## src/rtl/uart_cmd_rx.sv

```systemverilog
// uart_cmd_rx: oversampled 8N1 UART receiver feeding a byte FIFO
//   clock_uart  in   OVERSAMPLE x baud clock        reset_n     in   async active-low reset
//   rx1         in   async serial line, idle high   rx_ready    in   consumer accept (pop)
//   rx_data     out  FIFO head byte                 rx_valid    out  FIFO not empty
//   frame_err   out  pulse on low stop bit          overrun     out  pulse on byte dropped (FIFO full)
//   fifo_count  out  bytes held                     busy        out  receiver not idle
module uart_cmd_rx #(
  parameter int OVERSAMPLE = 16,
  parameter int FIFO_DEPTH = 8
) (
  input  logic                          clock_uart,
  input  logic                          reset_n,
  input  logic                          rx1,
  output logic [7:0]                    rx_data,
  output logic                          rx_valid,
  input  logic                          rx_ready,
  output logic                          frame_err,
  output logic                          overrun,
  output logic [$clog2(FIFO_DEPTH):0]   fifo_count,
  output logic                          busy
);
  localparam int TW = $clog2(OVERSAMPLE);
  localparam int AW = $clog2(FIFO_DEPTH);
  localparam logic [TW-1:0] T_MID = TW'(OVERSAMPLE / 2 - 1);
  localparam logic [TW-1:0] T_LAST = TW'(OVERSAMPLE - 1);
  localparam logic [AW:0] FULL = (AW + 1)'(FIFO_DEPTH);
  typedef enum logic [2:0] {IDLE, START, DATA, STOP, BREAK} state_t;
  state_t state_q, state_d;
  logic [1:0] sync_q, sync_d;
  logic [TW-1:0] tick_q, tick_d;
  logic [2:0] idx_q, idx_d;
  logic [7:0] shift_q, shift_d;
  logic [7:0] mem_q [FIFO_DEPTH];
  logic [7:0] mem_d [FIFO_DEPTH];
  logic [AW-1:0] wptr_q, wptr_d, rptr_q, rptr_d;
  logic [AW:0] count_q, count_d;
  logic frame_err_q, frame_err_d, overrun_q, overrun_d;
  logic rx_s, push, pop, wr;
  assign rx_s = sync_q[1];
  assign rx_valid = count_q != '0;
  assign rx_data = mem_q[rptr_q];
  assign fifo_count = count_q;
  assign frame_err = frame_err_q;
  assign overrun = overrun_q;
  assign busy = state_q != IDLE;
  always_comb begin
    sync_d = {sync_q[0], rx1};
    state_d = state_q;
    tick_d = tick_q + 1'b1;
    idx_d = idx_q;
    shift_d = shift_q;
    push = 1'b0;
    frame_err_d = 1'b0;
    case (state_q)
      IDLE: begin
        tick_d = '0;
        if (!rx_s) state_d = START;
      end
      START: if (tick_q == T_MID) begin
        tick_d = '0;
        idx_d = '0;
        state_d = rx_s ? IDLE : DATA;
      end
      DATA: if (tick_q == T_LAST) begin
        tick_d = '0;
        shift_d[idx_q] = rx_s;
        idx_d = idx_q + 1'b1;
        if (idx_q == 3'd7) state_d = STOP;
      end
      STOP: if (tick_q == T_LAST) begin
        tick_d = '0;
        push = rx_s;
        frame_err_d = !rx_s;
        state_d = rx_s ? IDLE : BREAK;
      end
      BREAK: begin
        tick_d = '0;
        if (rx_s) state_d = IDLE;
      end
      default: state_d = IDLE;
    endcase
  end
  // A full FIFO still accepts a push when the head is popped in the same cycle.
  always_comb begin
    pop = rx_valid && rx_ready;
    wr = push && (count_q != FULL || pop);
    overrun_d = push && count_q == FULL && !pop;
    mem_d = mem_q;
    if (wr) mem_d[wptr_q] = shift_q;
    wptr_d = wptr_q + AW'(wr);
    rptr_d = rptr_q + AW'(pop);
    count_d = count_q + (AW + 1)'(wr) - (AW + 1)'(pop);
  end
  always_ff @(posedge clock_uart or negedge reset_n) begin
    if (!reset_n) begin
      sync_q <= 2'b11;
      state_q <= IDLE;
      tick_q <= '0;
      idx_q <= '0;
      shift_q <= '0;
      mem_q <= '{default: '0};
      wptr_q <= '0;
      rptr_q <= '0;
      count_q <= '0;
      frame_err_q <= 1'b0;
      overrun_q <= 1'b0;
    end else begin
      sync_q <= sync_d;
      state_q <= state_d;
      tick_q <= tick_d;
      idx_q <= idx_d;
      shift_q <= shift_d;
      mem_q <= mem_d;
      wptr_q <= wptr_d;
      rptr_q <= rptr_d;
      count_q <= count_d;
      frame_err_q <= frame_err_d;
      overrun_q <= overrun_d;
    end
  end
endmodule

```

## config.mk

```make
export PLATFORM = sky130hd
export DESIGN_NAME = uart_cmd_rx
export DESIGN_NICKNAME = d
export VERILOG_FILES = /design/src/rtl/uart_cmd_rx.sv
export SDC_FILE = /design/constraint.sdc
export NUM_CORES = 1
export LEC_CHECK = 0
export ABC_CLOCK_PERIOD_IN_PS = 2800
export BUFFER_PORTS_ARGS = -buffer_cell sky130_fd_sc_hd__buf_2
export CAP_MARGIN = 20
export CORE_ASPECT_RATIO = 2
export CORE_UTILIZATION = 40
export CTS_CLUSTER_SIZE = 40
export DETAILED_ROUTE_END_ITERATION = 8
export PLACE_DENSITY = 0.56
export SYNTH_ARGS = -nofsm -noshare
export SYNTH_HDL_FRONTEND = slang
export SYNTH_SLANG_ARGS = --single-unit
```

## constraint.sdc

```tcl
create_clock -name clock_uart -period 2.8 [get_ports clock_uart]
set_clock_uncertainty 0.1 [all_clocks]
set_input_delay 0.14 -clock clock_uart [delete_from_list [all_inputs] [get_ports clock_uart]]
set_output_delay 0.14 -clock clock_uart [all_outputs]
set_load 0.01 [all_outputs]
```

**Yosys cells after proc, flatten, opt, wreduce, memory -nomap -nowiden**

Index checks and enable logic that the tools add are counted.

- Word-level logic and storage cells: 92
- Input port bits: 4
- Output and inout bits: 16
- Register bits after elaboration: 96

- Mux-type cells: 28
- Eq/ne operators: 15
- Bitwise logic cells: 2
- $add $sub $neg: 6
- Magnitude comparators: 5
- Reductions and logical operators: 18

Operator list:

| operator | number |
|---|---|
| 64-bit bitwise mux | 1 |
| 3-bit 2-to-1 mux | 9 |
| 8-bit binary-select mux with 3-bit select | 1 |
| 8-bit demux with 3-bit select | 1 |
| 8-bit 2-to-1 mux | 3 |
| 3-bit one-hot mux with 5 select lines | 1 |
| 2-bit inequality test, second input constant | 6 |
| 4-bit one-hot mux with 3 select lines | 1 |
| 8-bit bitwise mux | 1 |
| 4-bit equality test, second input constant | 2 |
| 4-bit >= comparator, second input constant | 2 |
| 4-bit 2-to-1 mux | 2 |
| 3-bit NOT with 4-bit output | 2 |
| 3-bit by 1-bit adder with 3-bit output | 2 |
| 3-bit by 2-bit equality test with 1-bit output, second input constant | 2 |
| 3-bit equality test, second input constant | 2 |
| 1-bit logical AND | 6 |
| 3-bit one-hot mux with 2 select lines | 1 |
| 6-bit AND reduction | 1 |
| 1-bit 2-to-1 mux | 5 |
| 4-bit by 1-bit adder with 4-bit output | 1 |
| 4-bit by 1-bit adder with 4-bit output, second input constant | 1 |
| 4-bit by 3-bit equality test with 1-bit output, second input constant | 1 |
| 3-bit by 4-bit < comparator with 1-bit output, second input constant | 1 |
| other kinds (17) | 19 |

**Longest topological paths before layout**

Gate-level depths: netlist (run 1).

- Depth in word-level cells: 6
- Gate-level depth with buffers: 11
- Mapped depth without buffers: 11

**Worst setup path before layout (run 1)**

OpenSTA, ideal clock, no wires.

- Path kind: register to register
- Start point: register count_q[1], in the netlist fifo_count[1]
- End point: register count_q[2], in the netlist fifo_count[2]
- Clock period less this slack: 2402 ps
- Path slack: 398 ps
- Library setup time: 123 ps
- Path buffers: 0
- Stages on the path, launching flop included: 10
- Arrival: 2179 ps
- Data required time: 2577 ps
- Cells stage by stage: dfrtp_1 nor2_1 nand2_1 and2_1 ha_1 inv_1 ha_1 inv_1 fa_1 xnor2_1

- Cells in the longest elaborated chain, start to end: 6
- Elaborated cells on any way between the ends: 7
- Those cells by class: add/sub (2); eq/ne (1); reduce/logical (4)

Ends and longest elaborated chain:

| what | line | text |
|---|---|---|
| start: declaration | 36 | `logic [AW:0] count_q, count_d;` |
| start signal: assignment | 116 | `count_q <= count_d;` |
| 4-bit nonzero test * | 40 | `assign rx_valid = count_q != '0;` |
| named net rx_valid | 15 | `output logic rx_valid,` |
| 1-bit logical AND * | 85 | `pop = rx_valid && rx_ready;` |
| 1-bit logical OR | 86 | `wr = push && (count_q != FULL \|\| pop);` |
| 1-bit logical AND | 86 |  |
| 4-bit by 1-bit adder with 4-bit output | 92 | `count_d = count_q + (AW + 1)'(wr) - (AW + 1)'(pop);` |
| 4-bit by 1-bit subtractor with 4-bit output * | 92 |  |
| named net count_d[2] | 36 |  |

The timed path passes the listed nets; every way through them passes the cells marked *.
A chain may end at the register's enable or synchronous reset.

**Worst setup path in the final report (run 1)**

- Start point: register count_q[2], in the netlist fifo_count[2]
- End point: register count_q[2], in the netlist fifo_count[2]

- Cells in the longest elaborated chain, start to end: 6
- Elaborated cells on any way between the ends: 7
- Those cells by class: add/sub (2); eq/ne (1); reduce/logical (4)

Ends and longest elaborated chain:

| what | line |
|---|---|
| 4-bit nonzero test | 40 |
| 1-bit logical AND | 85 |
| 1-bit logical OR | 86 |
| 1-bit logical AND | 86 |
| 4-bit by 1-bit adder with 4-bit output | 92 |
| 4-bit by 1-bit subtractor with 4-bit output * | 92 |
| named net count_d[2] | 36 |

Marks and branches as above.

==> results of run 1 <==
## layout by cell type, fill, tap and decap left out, drive strengths merged
master       instances
dfrtp               94
o22ai                3
nand3                6
bufinv               1
mux2                80
dlygate4sd3          2
a31oi                2
nor2                13
and4b                1
a22oi                1
xnor2                3
xor2                 4
nor2b                1
a21o                 2
nand2                6
nand4                3
nand4b               7
dfstp                2
mux4                16
a211oi               2
nor4b                2
ha                  13
a221oi               1
a21oi                4
and2                 3
nor3                 2
clkinvlp             1
buf                 28
or3                  1
clkbuf              13
nor4                 1
o41ai                3
and3                 2
nand2b               1
inv                 11
fa                   1
## area by class of cell
| cell class | instances | share of cell area |
|---|---|---|
| well taps | 142 | 0.0340 |
| repair buffers | 30 | 0.0354 |
| inverters | 11 | 0.00789 |
| clock buffers | 13 | 0.0517 |
| flip-flops and latches | 96 | 0.460 |
| multi-input cells | 184 | 0.404 |
| clock inverters | 2 | 0.00718 |
## final timing paths
check | from | to | slack, ns | depth (start not counted)
setup / recovery | fifo_count[2] | fifo_count[2] | 0.45 | 11
hold reg to reg | sync_q[0] | sync_q[1] | 0.26 | 0
min in group asynchronous | reset_n | frame_err | 0.28 | 2
max in group asynchronous | reset_n | mem_q[27] | 1.60 | 3
hold / removal | rx_ready | rptr_q[0] | 0.11 | 3
setup reg to reg | fifo_count[2] | fifo_count[2] | 0.45 | 11
## routing by layer
metal | vias up | track usage | share of wire
met5 | - | 0 | 0
met4 | 0 | 0.0758 | 0.026
met3 | 12 | 0.0261 | 0.017
met2 | 27 | 0.295 | 0.55
met1 | 1314 | 0.181 | 0.40
li1 | 1176 | - | -
## through the flow
step / instances / total power, W
global route: 478 / 0.00405
global placement: 461 / 0.00262
CTS: 478 / 0.00391
finish: 478 / 0.00384
floorplan: 306 / 0.00236
detailed placement: 461 / 0.00264
## worst max-delay path, delay by kind of cell (launching register included)
kind / cells / cell delay (ns)
buffers and inverters: 3 / 0.18
flip-flops: 1 / 0.34
XOR/XNOR: 1 / 0.13
AND/OR/NAND/NOR: 3 / 0.49
adder cells (fa/ha/maj): 4 / 1.00
## power by group
| part | leakage, nW | switching, W | internal, W |
|---|---|---|---|
| Sequential | 1.30 | 0.000179 | 0.00151 |
| Clock | 0.148 | 0.000491 | 0.000761 |
| Combinational | 1.20 | 0.000506 | 0.000399 |
## state kept, by name, summed over array words and instances (netlist names)
name        cells
shift_q         8
fifo_count      4
state_q         3
rptr_q          3
tick_q          4
mem_q          64
frame_err       1
overrun         1
idx_q           3
sync_q          2
wptr_q          3
## cells by family (layout without fill, tap and decap cells)
family                     Yosys count  count (layout)  share of synthesized area
AOI/OAI and AO/OA                   18              18                     0.0332
DFF                                 96              96                      0.519
buffers and inverters               26              56                     0.0241
and+or+nand+nor                     49              49                     0.0941
adders and majority gates           14              14                     0.0395
xor gates and xnor gates             7               7                     0.0132
muxes                               96              96                      0.276
## repair_timing
action,4_1_cts,5_1_grt
hold buffers,2,0
endpoints found under the hold margin,50,0
setup endpoints to repair,0,0
==> metrics.txt, run 1 <==
# TYPE chip_impl_metric gauge
chip_impl_info{name="outcome",value="completed"} 1
chip_impl_metric{name="drtIter0Drc",unit=""} 78
chip_impl_metric{name="largest_net_degree_at_the_start_of_global_routing",unit=""} 55
chip_impl_metric{name="synth_sequential_area_ratio",unit=""} 0.519
chip_impl_metric{name="postSynth.asyncResetShare",unit=""} 1.00
chip_impl_metric{name="vias_in_the_first_global_route",unit=""} 2760
chip_impl_metric{name="layout_nets",unit=""} 350
chip_impl_metric{name="hpwl",unit="um"} 6210
chip_impl_info{name="hp-class",value="in2reg"} 1
chip_impl_metric{name="finish.utilization",unit=""} 0.463
chip_impl_metric{name="setup_slack",unit="ns"} 0.450
chip_impl_metric{name="fill_cells",unit=""} 1057
chip_impl_metric{name="die_y",unit="um"} 154
chip_impl_metric{name="netlist.area_leader.share",unit=""} 0.508
chip_impl_metric{name="die-area",unit="sq um"} 12000
chip_impl_metric{name="peakVddDrop",unit="mV"} 0.570
chip_impl_metric{name="sequential_cell_area",unit="sq um"} 2400
chip_impl_metric{name="clkSlewWorstSetupHoldPaths",unit="ns"} 0.06
chip_impl_metric{name="firstDrtPassIters",unit=""} 4
chip_impl_metric{name="post_synthesis_net_count",unit=""} 324
chip_impl_info{name="yosys_top_cell_by_area",value="sky130_fd_sc_hd__dfrtp_1"} 1
chip_impl_metric{name="post_synth_num_cell_types",unit=""} 42
chip_impl_metric{name="worst-endpoint-arrival",unit="ns"} 2.47
chip_impl_metric{name="drc",unit=""} 0
chip_impl_info{name="netlist_top_cells_count",value="94 x sky130_fd_sc_hd__dfrtp_1, 73 x sky130_fd_sc_hd__mux2_2, 16 x sky130_fd_sc_hd__mux4_2, 13 x sky130_fd_sc_hd__ha_1, 12 x sky130_fd_sc_hd__nor2_1"} 1
chip_impl_metric{name="placeableCoreArea",unit="sq um"} 11300
chip_impl_info{name="critical_path.endpoint_type",value="register"} 1
chip_impl_metric{name="antenna_cells",unit=""} 0
chip_impl_metric{name="ioPinCount",unit=""} 20
chip_impl_metric{name="clock_sink_count",unit=""} 96
chip_impl_metric{name="synth_warnings",unit=""} 0
chip_impl_info{name="tritoncts",value="done"} 1
chip_impl_metric{name="finalWirelength",unit="um"} 8820
chip_impl_metric{name="synth_enable_flop_cells",unit=""} 0
chip_impl_metric{name="finalSetupViolCount",unit=""} 0
chip_impl_metric{name="port_buffers",unit=""} 19
chip_impl_metric{name="stdcell_area",unit="sq um"} 5230
chip_impl_metric{name="netlist_area",unit="sq um"} 4630
chip_impl_metric{name="critPathRequiredTime",unit="ns"} 2.92
chip_impl_metric{name="worstMarginPinSlew",unit="ns"} 0.689
chip_impl_info{name="timing.critical_path.from_type",value="register"} 1
chip_impl_metric{name="setup_fix_bufs_post_cts",unit=""} 0
chip_impl_metric{name="multi_input_area",unit="sq um"} 2110
chip_impl_info{name="critical_path.slowest_cell",value="sky130_fd_sc_hd__fa_1"} 1
chip_impl_metric{name="die_width",unit="um"} 78.1
chip_impl_metric{name="drt_via_density",unit=""} 5.29
chip_impl_metric{name="dpl-instance-area",unit="sq um"} 4900
chip_impl_metric{name="syn_area_per_cell",unit="sq um"} 15.1
chip_impl_info{name="yosysMostFrequentCell",value="sky130_fd_sc_hd__dfrtp_1"} 1
chip_impl_metric{name="worst-path-max-fanout",unit=""} 3
chip_impl_metric{name="placement_rows",unit=""} 55
chip_impl_metric{name="number_of_buffers_added_by_the_clock_tree_synthesis_step",unit=""} 9
chip_impl_metric{name="gr-total-overflow",unit=""} 0
chip_impl_metric{name="max_freq",unit="MHz"} 426
chip_impl_metric{name="initial_core_util",unit=""} 0.410
chip_impl_metric{name="fin_crit",unit="ns"} 2.35
chip_impl_metric{name="worst_skew_pair.late_latency",unit="ns"} 0.33
chip_impl_metric{name="worst_hold_slack",unit="ns"} 0.108
chip_impl_info{name="cts_root_buffer",value="sky130_fd_sc_hd__clkbuf_16"} 1
chip_impl_metric{name="grt_first_pass_wirelength",unit="um"} 14500
chip_impl_metric{name="htree_levels",unit=""} 3
chip_impl_metric{name="vias",unit=""} 2529
chip_impl_info{name="path_cells",value="inv_1, ha_1, nand2b_1, nand3_1, nand2_1, ha_1, inv_1, ha_1, inv_1, fa_1, xnor2_1"} 1
chip_impl_metric{name="hold_viol",unit=""} 0
chip_impl_metric{name="synth_seq_cells",unit=""} 96
chip_impl_metric{name="drive_above_1_share",unit=""} 0.452
chip_impl_metric{name="initial_antenna_violation_count",unit=""} 0
chip_impl_metric{name="slowest_delay",unit="ns"} 0.37
chip_impl_metric{name="power.static_leakage",unit="nW"} 2.65
chip_impl_metric{name="gates_resized_cts_repair",unit=""} 0
chip_impl_info{name="grt_setup_unrepaired",value="false"} 1
chip_impl_metric{name="slew_headroom",unit=""} 0.541
chip_impl_metric{name="post-route-period-util",unit=""} 0.839
chip_impl_metric{name="dp_slack",unit="ns"} 0.434
chip_impl_metric{name="avgRoutedWirePerCell",unit="um"} 18.4
chip_impl_metric{name="antenna_violating_nets_post_route",unit=""} 0
chip_impl_metric{name="final-max-slew-violation-count",unit=""} 0
chip_impl_metric{name="grt.total_usage",unit=""} 0.162
chip_impl_info{name="synthTopCellsByArea",value="sky130_fd_sc_hd__dfrtp_1 51%, sky130_fd_sc_hd__mux2_2 18%, sky130_fd_sc_hd__mux4_2 7.8%, sky130_fd_sc_hd__ha_1 3.5%, sky130_fd_sc_hd__nand4b_4 2.6%"} 1
chip_impl_metric{name="gp_congestion",unit=""} 0.818
chip_impl_metric{name="timing.setup.tns",unit="ns"} 0
chip_impl_info{name="yosys_most_used_dff",value="sky130_fd_sc_hd__dfrtp_1"} 1
chip_impl_metric{name="clockBufferDepth",unit=""} 2
chip_impl_info{name="timing.setup.critical_path_class",value="reg2reg"} 1
chip_impl_metric{name="power-per-cell-area",unit="nW/um^2"} 735
chip_impl_metric{name="maxCapViolCount",unit=""} 0
chip_impl_metric{name="syn_inst",unit=""} 306
chip_impl_metric{name="flow.area_growth_from_synthesis",unit="%"} 13.0
No activity file was read; power rests on OpenSTA's default activity.
==> inputs of run 2 (changes only) <==
Settings changed: ABC_CLOCK_PERIOD_IN_PS 2800 to 2400.
Clock period 2.8 ns to 2.4 ns, I/O delays scaled along.
==> run 2 against run 1 <==
Wire length grew 1.8%. Sequential power grew 15%. Worst setup slack lost 0.33 ns. First-iteration DRC count grew 120%. Count of clock-buffer cells in the layout shrank 3. Design area grew 0.65%. Largest power group unchanged.
==> metrics.txt, run 2 (same netlist as run 1, synthesis figures left out) <==
# TYPE chip_impl_metric gauge
chip_impl_info{name="outcome",value="completed"} 1
chip_impl_metric{name="grt_first_pass_wirelength",unit="um"} 14800
chip_impl_metric{name="hold_path_cell_cnt",unit=""} 4
chip_impl_info{name="timing.setup.critical_path_class",value="reg2reg"} 1
chip_impl_metric{name="hold_viol",unit=""} 0
chip_impl_metric{name="vias",unit=""} 2563
chip_impl_info{name="cts_root_buffer",value="sky130_fd_sc_hd__clkbuf_16"} 1
chip_impl_info{name="hp-start",value="rx_ready"} 1
chip_impl_info{name="hp-class",value="in2reg"} 1
chip_impl_metric{name="clock_sink_count",unit=""} 96
chip_impl_metric{name="gr-total-overflow",unit=""} 0
chip_impl_metric{name="hpwl",unit="um"} 6200
chip_impl_metric{name="largest_reg_flops",unit=""} 64
chip_impl_info{name="timing.critical_path.from_type",value="register"} 1
chip_impl_metric{name="clockBufferDepth",unit=""} 2
chip_impl_metric{name="initial_antenna_violation_count",unit=""} 0
chip_impl_info{name="critical_path.endpoint_type",value="register"} 1
chip_impl_metric{name="initial_core_util",unit=""} 0.410
chip_impl_metric{name="placeableCoreArea",unit="sq um"} 11300
chip_impl_metric{name="power.switching",unit="W"} 0.00143
chip_impl_metric{name="avgRoutedWirePerCell",unit="um"} 18.7
chip_impl_metric{name="vias_in_the_first_global_route",unit=""} 2744
chip_impl_metric{name="finish.utilization",unit=""} 0.466
chip_impl_metric{name="max_freq",unit="MHz"} 438
chip_impl_info{name="grt_setup_unrepaired",value="false"} 1
chip_impl_metric{name="power.static_leakage",unit="nW"} 2.66
chip_impl_metric{name="flow.area_growth_from_synthesis",unit="%"} 13.7
chip_impl_metric{name="antenna_cells",unit=""} 0
chip_impl_metric{name="largest_net_degree_at_the_start_of_global_routing",unit=""} 61
chip_impl_metric{name="r2r_setup_slack",unit="ns"} 0.12
chip_impl_metric{name="finalWirelength",unit="um"} 8980
chip_impl_metric{name="antenna_violating_nets_post_route",unit=""} 0
chip_impl_metric{name="grt.total_usage",unit=""} 0.169
chip_impl_metric{name="port_buffers",unit=""} 19
chip_impl_metric{name="timing.setup.tns",unit="ns"} 0
chip_impl_metric{name="clkSlewWorstSetupHoldPaths",unit="ns"} 0.07
chip_impl_metric{name="drc",unit=""} 0
chip_impl_info{name="timing.hold.worst_endpoint",value="overrun"} 1
chip_impl_metric{name="die-area",unit="sq um"} 12000
chip_impl_metric{name="placement_rows",unit=""} 55
chip_impl_metric{name="slew_headroom",unit=""} 0.647
chip_impl_info{name="top_registers",value="mem_q: 64 flops, shift_q: 8 flops"} 1
chip_impl_metric{name="swShare",unit=""} 0.317
chip_impl_metric{name="finalSetupViolCount",unit=""} 0
chip_impl_metric{name="final-max-slew-violation-count",unit=""} 0
chip_impl_metric{name="gp_congestion",unit=""} 0.804
chip_impl_metric{name="post-route-period-util",unit=""} 0.952
chip_impl_metric{name="die_width",unit="um"} 78.1
chip_impl_metric{name="power-per-cell-area",unit="nW/um^2"} 858
chip_impl_metric{name="worst-r2r-cell-count",unit=""} 10
chip_impl_metric{name="drtIter0Drc",unit=""} 171
chip_impl_metric{name="clock_power_share",unit=""} 0.317
chip_impl_metric{name="drt_via_density",unit=""} 5.33
chip_impl_info{name="tritoncts",value="done"} 1
chip_impl_metric{name="ioPinCount",unit=""} 20
chip_impl_metric{name="fin_crit",unit="ns"} 2.28
chip_impl_metric{name="critPathRequiredTime",unit="ns"} 2.53
chip_impl_info{name="worstReg2RegStart",value="tick_q[0]"} 1
chip_impl_metric{name="drive_above_1_share",unit=""} 0.463
chip_impl_metric{name="number_of_buffers_added_by_the_clock_tree_synthesis_step",unit=""} 9
chip_impl_metric{name="firstDrtPassIters",unit=""} 4
chip_impl_info{name="r2r-end",value="fifo_count[2]"} 1
chip_impl_metric{name="die_y",unit="um"} 154
chip_impl_info{name="final_common_cell",value="sky130_fd_sc_hd__dfrtp_1"} 1
chip_impl_metric{name="maxCapViolCount",unit=""} 0
chip_impl_metric{name="sequentialPowerShare",unit=""} 0.433
chip_impl_metric{name="peakVddDrop",unit="mV"} 0.522
chip_impl_metric{name="worst-endpoint-arrival",unit="ns"} 2.41
chip_impl_info{name="top_library_cells_by_usage_in_the_layout_fill_and_taps_aside",value="94 x sky130_fd_sc_hd__dfrtp_1, 73 x sky130_fd_sc_hd__mux2_2, 18 x sky130_fd_sc_hd__buf_2"} 1
chip_impl_metric{name="layout_nets",unit=""} 352
chip_impl_metric{name="worst_skew_pair.late_latency",unit="ns"} 0.34
chip_impl_metric{name="setup_fix_bufs_post_cts",unit=""} 0
chip_impl_info{name="max_flop_register",value="mem_q"} 1
chip_impl_metric{name="internal-power",unit="W"} 0.00308
chip_impl_metric{name="worst-path-max-fanout",unit=""} 5
chip_impl_metric{name="htree_levels",unit=""} 3
chip_impl_metric{name="worstMarginPinSlew",unit="ns"} 0.530
chip_impl_metric{name="pwr-share-comb",unit=""} 0.250
chip_impl_metric{name="report.power.total",unit="W"} 0.00451
[run 2: changes by cell type in the layout (fill, tap and decap cells not counted)]
| cell | previous run | this run |
|---|---|---|
| sky130_fd_sc_hd__buf_12 | 0 | 2 |
| sky130_fd_sc_hd__clkbuf_8 | 3 | 0 |
| sky130_fd_sc_hd__clkinv_2 | 0 | 1 |
| sky130_fd_sc_hd__clkinvlp_4 | 1 | 2 |
| sky130_fd_sc_hd__ha_1 | 13 | 12 |
| sky130_fd_sc_hd__ha_2 | 0 | 1 |
| sky130_fd_sc_hd__inv_6 | 0 | 2 |
| sky130_fd_sc_hd__nor2_1 | 12 | 11 |
| sky130_fd_sc_hd__nor2_2 | 0 | 1 |
[run 2: worst max-delay path: stages (launching register included)]
cell	delay [ns]
sky130_fd_sc_hd__dfrtp_1	0.37
sky130_fd_sc_hd__ha_1	0.29
sky130_fd_sc_hd__nand3_4	0.15
sky130_fd_sc_hd__nor2_8	0.13
sky130_fd_sc_hd__nand2_1	0.07
sky130_fd_sc_hd__ha_1	0.28
sky130_fd_sc_hd__inv_1	0.06
sky130_fd_sc_hd__ha_1	0.15
sky130_fd_sc_hd__inv_1	0.05
sky130_fd_sc_hd__fa_1	0.38
sky130_fd_sc_hd__xnor2_1	0.13
[run 2: worst max-delay path by stage]
stage,startpoint,end,cells after the start,slack [ns]
after CTS,tick_q[0],fifo_count[2],10,0.1
final,tick_q[0],fifo_count[2],10,0.12
after detailed placement,tick_q[0],fifo_count[2],10,0.11
after global placement,tick_q[0],fifo_count[2],10,0.17
after floorplan,tick_q[0],fifo_count[2],10,0.05
after global routing,tick_q[0],fifo_count[2],10,0.005
[run 2: stage by stage]
stage               worst slack, ns  hold WS, ns  cells  instance area [sq um]
CTS                          0.0975       0.0479    481                   5260
detailed placement            0.106       0.0278    463                   4940
global route                0.00548       0.0810    481                   5260
finish                        0.116       0.0493    481                   5260
global placement              0.174       0.0126    463                   4940
floorplan                    0.0497       -0.276    306                   4630
[run 2: power groups by stage]
stage | combinational (W) | sequential, W | clock (W)
after floorplan | 0.000857 | 0.00190 | 0
after global placement | 0.00113 | 0.00198 | 0
after detailed placement | 0.00117 | 0.00199 | 0
after CTS | 0.00117 | 0.00196 | 0.00149
after global routing | 0.00125 | 0.00198 | 0.00155
final | 0.00113 | 0.00195 | 0.00143
[run 2: repair_timing]
item,in CTS,in global routing
endpoints found under the setup margin,0,1
hold endpoints to repair,37,0
hold buffers,2,0
gates resized for setup,0,1
[run 2: layer usage]
layer  part of all wire  wire length, um  global-route usage  vias up
li1                   -                -                   -     1181
met1               0.40             3600               0.190     1349
met2               0.56             5030               0.307       20
met3              0.018              161              0.0315       13
met4              0.021              189              0.0679        0
met5                  0                0                   0        -
[run 2: cell type report]
cell class	instances	area, sq um
fill	1034	6020
sequential	96	2400
multi-input combinational	184	2120
clock buffer	10	229
timing repair buffer	32	225
tap	142	178
clock inverter	6	67.6
inverter	11	41.3
==> inputs of run 3 (changes only) <==
Settings changed: ABC_AREA set to 1.
==> run 3 against run 2 <==
Combinational power rose by 56%. Clock power increased by 3%. Fmax shrank 0.63%. Total power up 14%. Area after synthesis is 5.8% higher. Wire length increased by 43%. Critical path type unchanged. Critical endpoint unchanged. Largest power group unchanged.
==> metrics.txt, run 3 <==
# TYPE chip_impl_metric gauge
chip_impl_info{name="outcome",value="completed"} 1
chip_impl_metric{name="share_of_the_synthesized_netlist_area_taken_by_xor_and_xnor_gates",unit=""} 0.00894
chip_impl_info{name="hp-class",value="in2async"} 1
chip_impl_metric{name="postSynth.asyncResetShare",unit=""} 1.00
chip_impl_metric{name="m1WireLength",unit="um"} 4780
chip_impl_metric{name="post_synthesis_net_count",unit=""} 601
chip_impl_metric{name="route.met3.wl",unit="um"} 519
chip_impl_info{name="yosysMostFrequentCell",value="sky130_fd_sc_hd__nand2_1"} 1
chip_impl_metric{name="drtIter0Drc",unit=""} 218
chip_impl_info{name="synth_top_family_by_area",value="simple AND/OR/NAND/NOR gates"} 1
chip_impl_metric{name="vias_in_the_first_global_route",unit=""} 4225
chip_impl_metric{name="slowest_delay",unit="ns"} 0.37
chip_impl_metric{name="fin_crit",unit="ns"} 2.30
chip_impl_metric{name="synth_warnings",unit=""} 0
chip_impl_metric{name="synth_enable_flop_cells",unit=""} 0
chip_impl_metric{name="largest_net_degree_at_the_start_of_global_routing",unit=""} 73
chip_impl_info{name="top_registers",value="mem_q: 64 flops, shift_q: 8 flops"} 1
chip_impl_metric{name="power-per-cell-area",unit="nW/um^2"} 929
chip_impl_info{name="yosys_top_cell_by_area",value="sky130_fd_sc_hd__dfrtp_1"} 1
chip_impl_metric{name="clockBufferDepth",unit=""} 2
chip_impl_metric{name="final-max-slew-violation-count",unit=""} 0
chip_impl_info{name="top_library_cells_by_usage_in_the_layout_fill_and_taps_aside",value="191 x sky130_fd_sc_hd__nand2_1, 94 x sky130_fd_sc_hd__dfrtp_1, 66 x sky130_fd_sc_hd__nand4_1"} 1
chip_impl_metric{name="worst-r2r-cell-count",unit=""} 12
chip_impl_metric{name="flow.area_growth_from_synthesis",unit="%"} 13.3
chip_impl_metric{name="dp_slack",unit="ns"} 0.0273
chip_impl_info{name="r2r-end",value="fifo_count[2]"} 1
chip_impl_metric{name="netlist.area_leader.share",unit=""} 0.480
chip_impl_metric{name="die_width",unit="um"} 80.2
chip_impl_info{name="netlist_top_cells_count",value="191 x sky130_fd_sc_hd__nand2_1, 94 x sky130_fd_sc_hd__dfrtp_1, 66 x sky130_fd_sc_hd__nand4_1, 44 x sky130_fd_sc_hd__nor2_1, 42 x sky130_fd_sc_hd__o21ai_0"} 1
chip_impl_metric{name="power.static_leakage",unit="nW"} 2.90
chip_impl_metric{name="die_y",unit="um"} 158
chip_impl_metric{name="grt_first_pass_wirelength",unit="um"} 21000
chip_impl_info{name="worstReg2RegStart",value="tick_q[0]"} 1
chip_impl_metric{name="worst-endpoint-arrival",unit="ns"} 2.46
chip_impl_metric{name="post_synth_fa_ha_maj_area_fraction",unit=""} 0.0373
chip_impl_metric{name="report.power.total",unit="W"} 0.00516
chip_impl_metric{name="maxCapViolCount",unit=""} 0
chip_impl_metric{name="peakVddDrop",unit="mV"} 0.515
chip_impl_metric{name="finalWirelength",unit="um"} 12800
chip_impl_metric{name="post_synth_num_cell_types",unit=""} 28
chip_impl_metric{name="placeableCoreArea",unit="sq um"} 11800
chip_impl_metric{name="fill_cells",unit=""} 1172
chip_impl_metric{name="drc",unit=""} 0
chip_impl_metric{name="clock_sink_count",unit=""} 96
chip_impl_metric{name="clkSlewWorstSetupHoldPaths",unit="ns"} 0.07
chip_impl_metric{name="synth_sequential_area_ratio",unit=""} 0.491
chip_impl_metric{name="firstDrtPassIters",unit=""} 4
chip_impl_metric{name="slew_headroom",unit=""} 0.638
chip_impl_metric{name="vias",unit=""} 4098
chip_impl_metric{name="critPathRequiredTime",unit="ns"} 2.56
chip_impl_metric{name="worstMarginPinSlew",unit="ns"} 0.543
chip_impl_metric{name="timing.setup.tns",unit="ns"} 0
chip_impl_info{name="critical_path.slowest_cell",value="sky130_fd_sc_hd__dfrtp_1"} 1
chip_impl_info{name="timing.critical_path.from_type",value="register"} 1
chip_impl_metric{name="gp_congestion",unit=""} 0.819
chip_impl_metric{name="largest_reg_flops",unit=""} 64
chip_impl_metric{name="drt_via_density",unit=""} 5.42
chip_impl_metric{name="antenna_cells",unit=""} 0
chip_impl_metric{name="netlist_area",unit="sq um"} 4900
chip_impl_metric{name="hold_viol",unit=""} 0
chip_impl_metric{name="yosys-mux-area-fraction",unit=""} 0
chip_impl_info{name="routed.top_layer",value="met4"} 1
chip_impl_metric{name="gr-total-overflow",unit=""} 0
chip_impl_metric{name="die-area",unit="sq um"} 12700
chip_impl_info{name="path_cells",value="ha_2, nand2_1, inv_2, nand3_4, nor2_8, nand2_1, ha_1, inv_1, ha_1, inv_1, fa_1, xnor2_1"} 1
chip_impl_metric{name="worst_skew_pair.late_latency",unit="ns"} 0.35
chip_impl_metric{name="finalSetupViolCount",unit=""} 0
chip_impl_info{name="timing.setup.critical_path_class",value="reg2reg"} 1
chip_impl_metric{name="syn_area_per_cell",unit="sq um"} 8.40
chip_impl_metric{name="ioPinCount",unit=""} 20
chip_impl_metric{name="antenna_violating_nets_post_route",unit=""} 0
chip_impl_info{name="tritoncts",value="done"} 1
chip_impl_metric{name="layout_nets",unit=""} 624
chip_impl_metric{name="yosys.area_share.simple",unit=""} 0.331
chip_impl_metric{name="number_of_buffers_added_by_the_clock_tree_synthesis_step",unit=""} 9
chip_impl_metric{name="finish.utilization",unit=""} 0.469
chip_impl_metric{name="initial_core_util",unit=""} 0.414
chip_impl_metric{name="max_freq",unit="MHz"} 435
chip_impl_metric{name="placement_rows",unit=""} 56
chip_impl_metric{name="post-route-period-util",unit=""} 0.958
chip_impl_metric{name="hpwl",unit="um"} 8990
chip_impl_metric{name="grt.total_usage",unit=""} 0.221
chip_impl_metric{name="htree_levels",unit=""} 3
chip_impl_metric{name="port_buffers",unit=""} 19
chip_impl_info{name="yosys_most_used_dff",value="sky130_fd_sc_hd__dfrtp_1"} 1
chip_impl_metric{name="avgRoutedWirePerCell",unit="um"} 17.0
chip_impl_info{name="cts_root_buffer",value="sky130_fd_sc_hd__clkbuf_16"} 1
chip_impl_metric{name="worst-path-max-fanout",unit=""} 3
chip_impl_metric{name="drive_above_1_share",unit=""} 0.141
chip_impl_info{name="final_common_cell",value="sky130_fd_sc_hd__nand2_1"} 1
chip_impl_metric{name="r2r_setup_slack",unit="ns"} 0.10
chip_impl_info{name="critical_path.endpoint_type",value="register"} 1
chip_impl_metric{name="syn_inst",unit=""} 583
chip_impl_info{name="synthTopCellsByArea",value="sky130_fd_sc_hd__dfrtp_1 48%, sky130_fd_sc_hd__nand2_1 15%, sky130_fd_sc_hd__nand4_1 8.4%, sky130_fd_sc_hd__o21ai_0 4.3%, sky130_fd_sc_hd__nor2_1 3.4%"} 1
chip_impl_metric{name="wl_met2",unit="um"} 7110
chip_impl_metric{name="synth_seq_cells",unit=""} 96
chip_impl_metric{name="initial_antenna_violation_count",unit=""} 0
chip_impl_metric{name="synth_compound_area_frac",unit=""} 0.0685
chip_impl_metric{name="setup_slack",unit="ns"} 0.101
chip_impl_info{name="max_flop_register",value="mem_q"} 1
[run 3: cell count changes after synthesis, sizes merged, moves of 8 or more]
cell    delta
nor3       +9
nand2    +185
buf        +8
inv       +19
mux4      -16
o22ai     +13
mux2      -80
nand3     +19
clkbuf    +13
nor2      +32
nand4     +63
o21ai     +42
[run 3: critical path, delay by kind of cell (launching register included)]
kind          cells  cell delay [ns]
xor+xnor          1             0.18
fa+ha+maj         4             1.02
buf+inv           3             0.20
flops             1             0.37
simple gates      4             0.35
[run 3: worst max path at each step]
stage / start / end / slack (ns) / depth (start not counted)
global route: tick_q[0] / fifo_count[2] / -0.02 / 12
floorplan: tick_q[0] / fifo_count[2] / 0.02 / 13
detailed placement: tick_q[0] / fifo_count[2] / 0.03 / 12
global placement: tick_q[0] / fifo_count[1] / 0.13 / 12
finish: tick_q[0] / fifo_count[2] / 0.10 / 12
CTS: tick_q[0] / fifo_count[2] / 0.03 / 12
[run 3: kinds of logic (layout without fill, tap and decap cells)]
family / after synthesis / after routing
adder cells (fa/ha/maj): 14 / 14
AO/OA/AOI/OAI: 62 / 62
AND/OR/NAND/NOR: 340 / 340
XOR/XNOR: 5 / 5
flip-flops: 96 / 96
buffers and inverters: 66 / 94
[run 3: what timing repair did]
item                                    in CTS  in global routing
buffers inserted                             0                  2
hold buffers                                 2                  0
hold endpoints to repair                    33                  0
gates resized for setup                      0                  1
endpoints found under the setup margin       0                  2
[run 3: power by group]
group          switching [W]  internal [W]  total (W)
clock               0.000620      0.000861    0.00148
combinational        0.00112      0.000641    0.00176
sequential          0.000174       0.00174    0.00191
total                0.00191       0.00324    0.00516
[run 3: cell type report]
class | count | area [sq um] | share of cell area
Clock buffer | 11 | 253 | 0.0456
Clock inverter | 5 | 55.1 | 0.00992
Inverter | 30 | 113 | 0.0203
Multi-Input combinational cell | 421 | 2200 | 0.396
Sequential cell | 96 | 2400 | 0.433
Tap cell | 145 | 181 | 0.0327
Timing Repair Buffer | 48 | 345 | 0.0622
[run 3: metal layers]
layer / vias up / track usage
li1: 2019 / -
met1: 1951 / 0.234
met2: 103 / 0.408
met3: 25 / 0.0390
met4: 0 / 0.114
met5: - / 0
[run 3: through the flow]
stage               instances  hold WS (ns)  area, sq um
floorplan                 583        -0.276         4920
global placement          736        0.0102         5200
detailed placement        736        0.0184         5200
CTS                       754         0.186         5530
global route              756         0.202         5550
finish                    756         0.173         5550
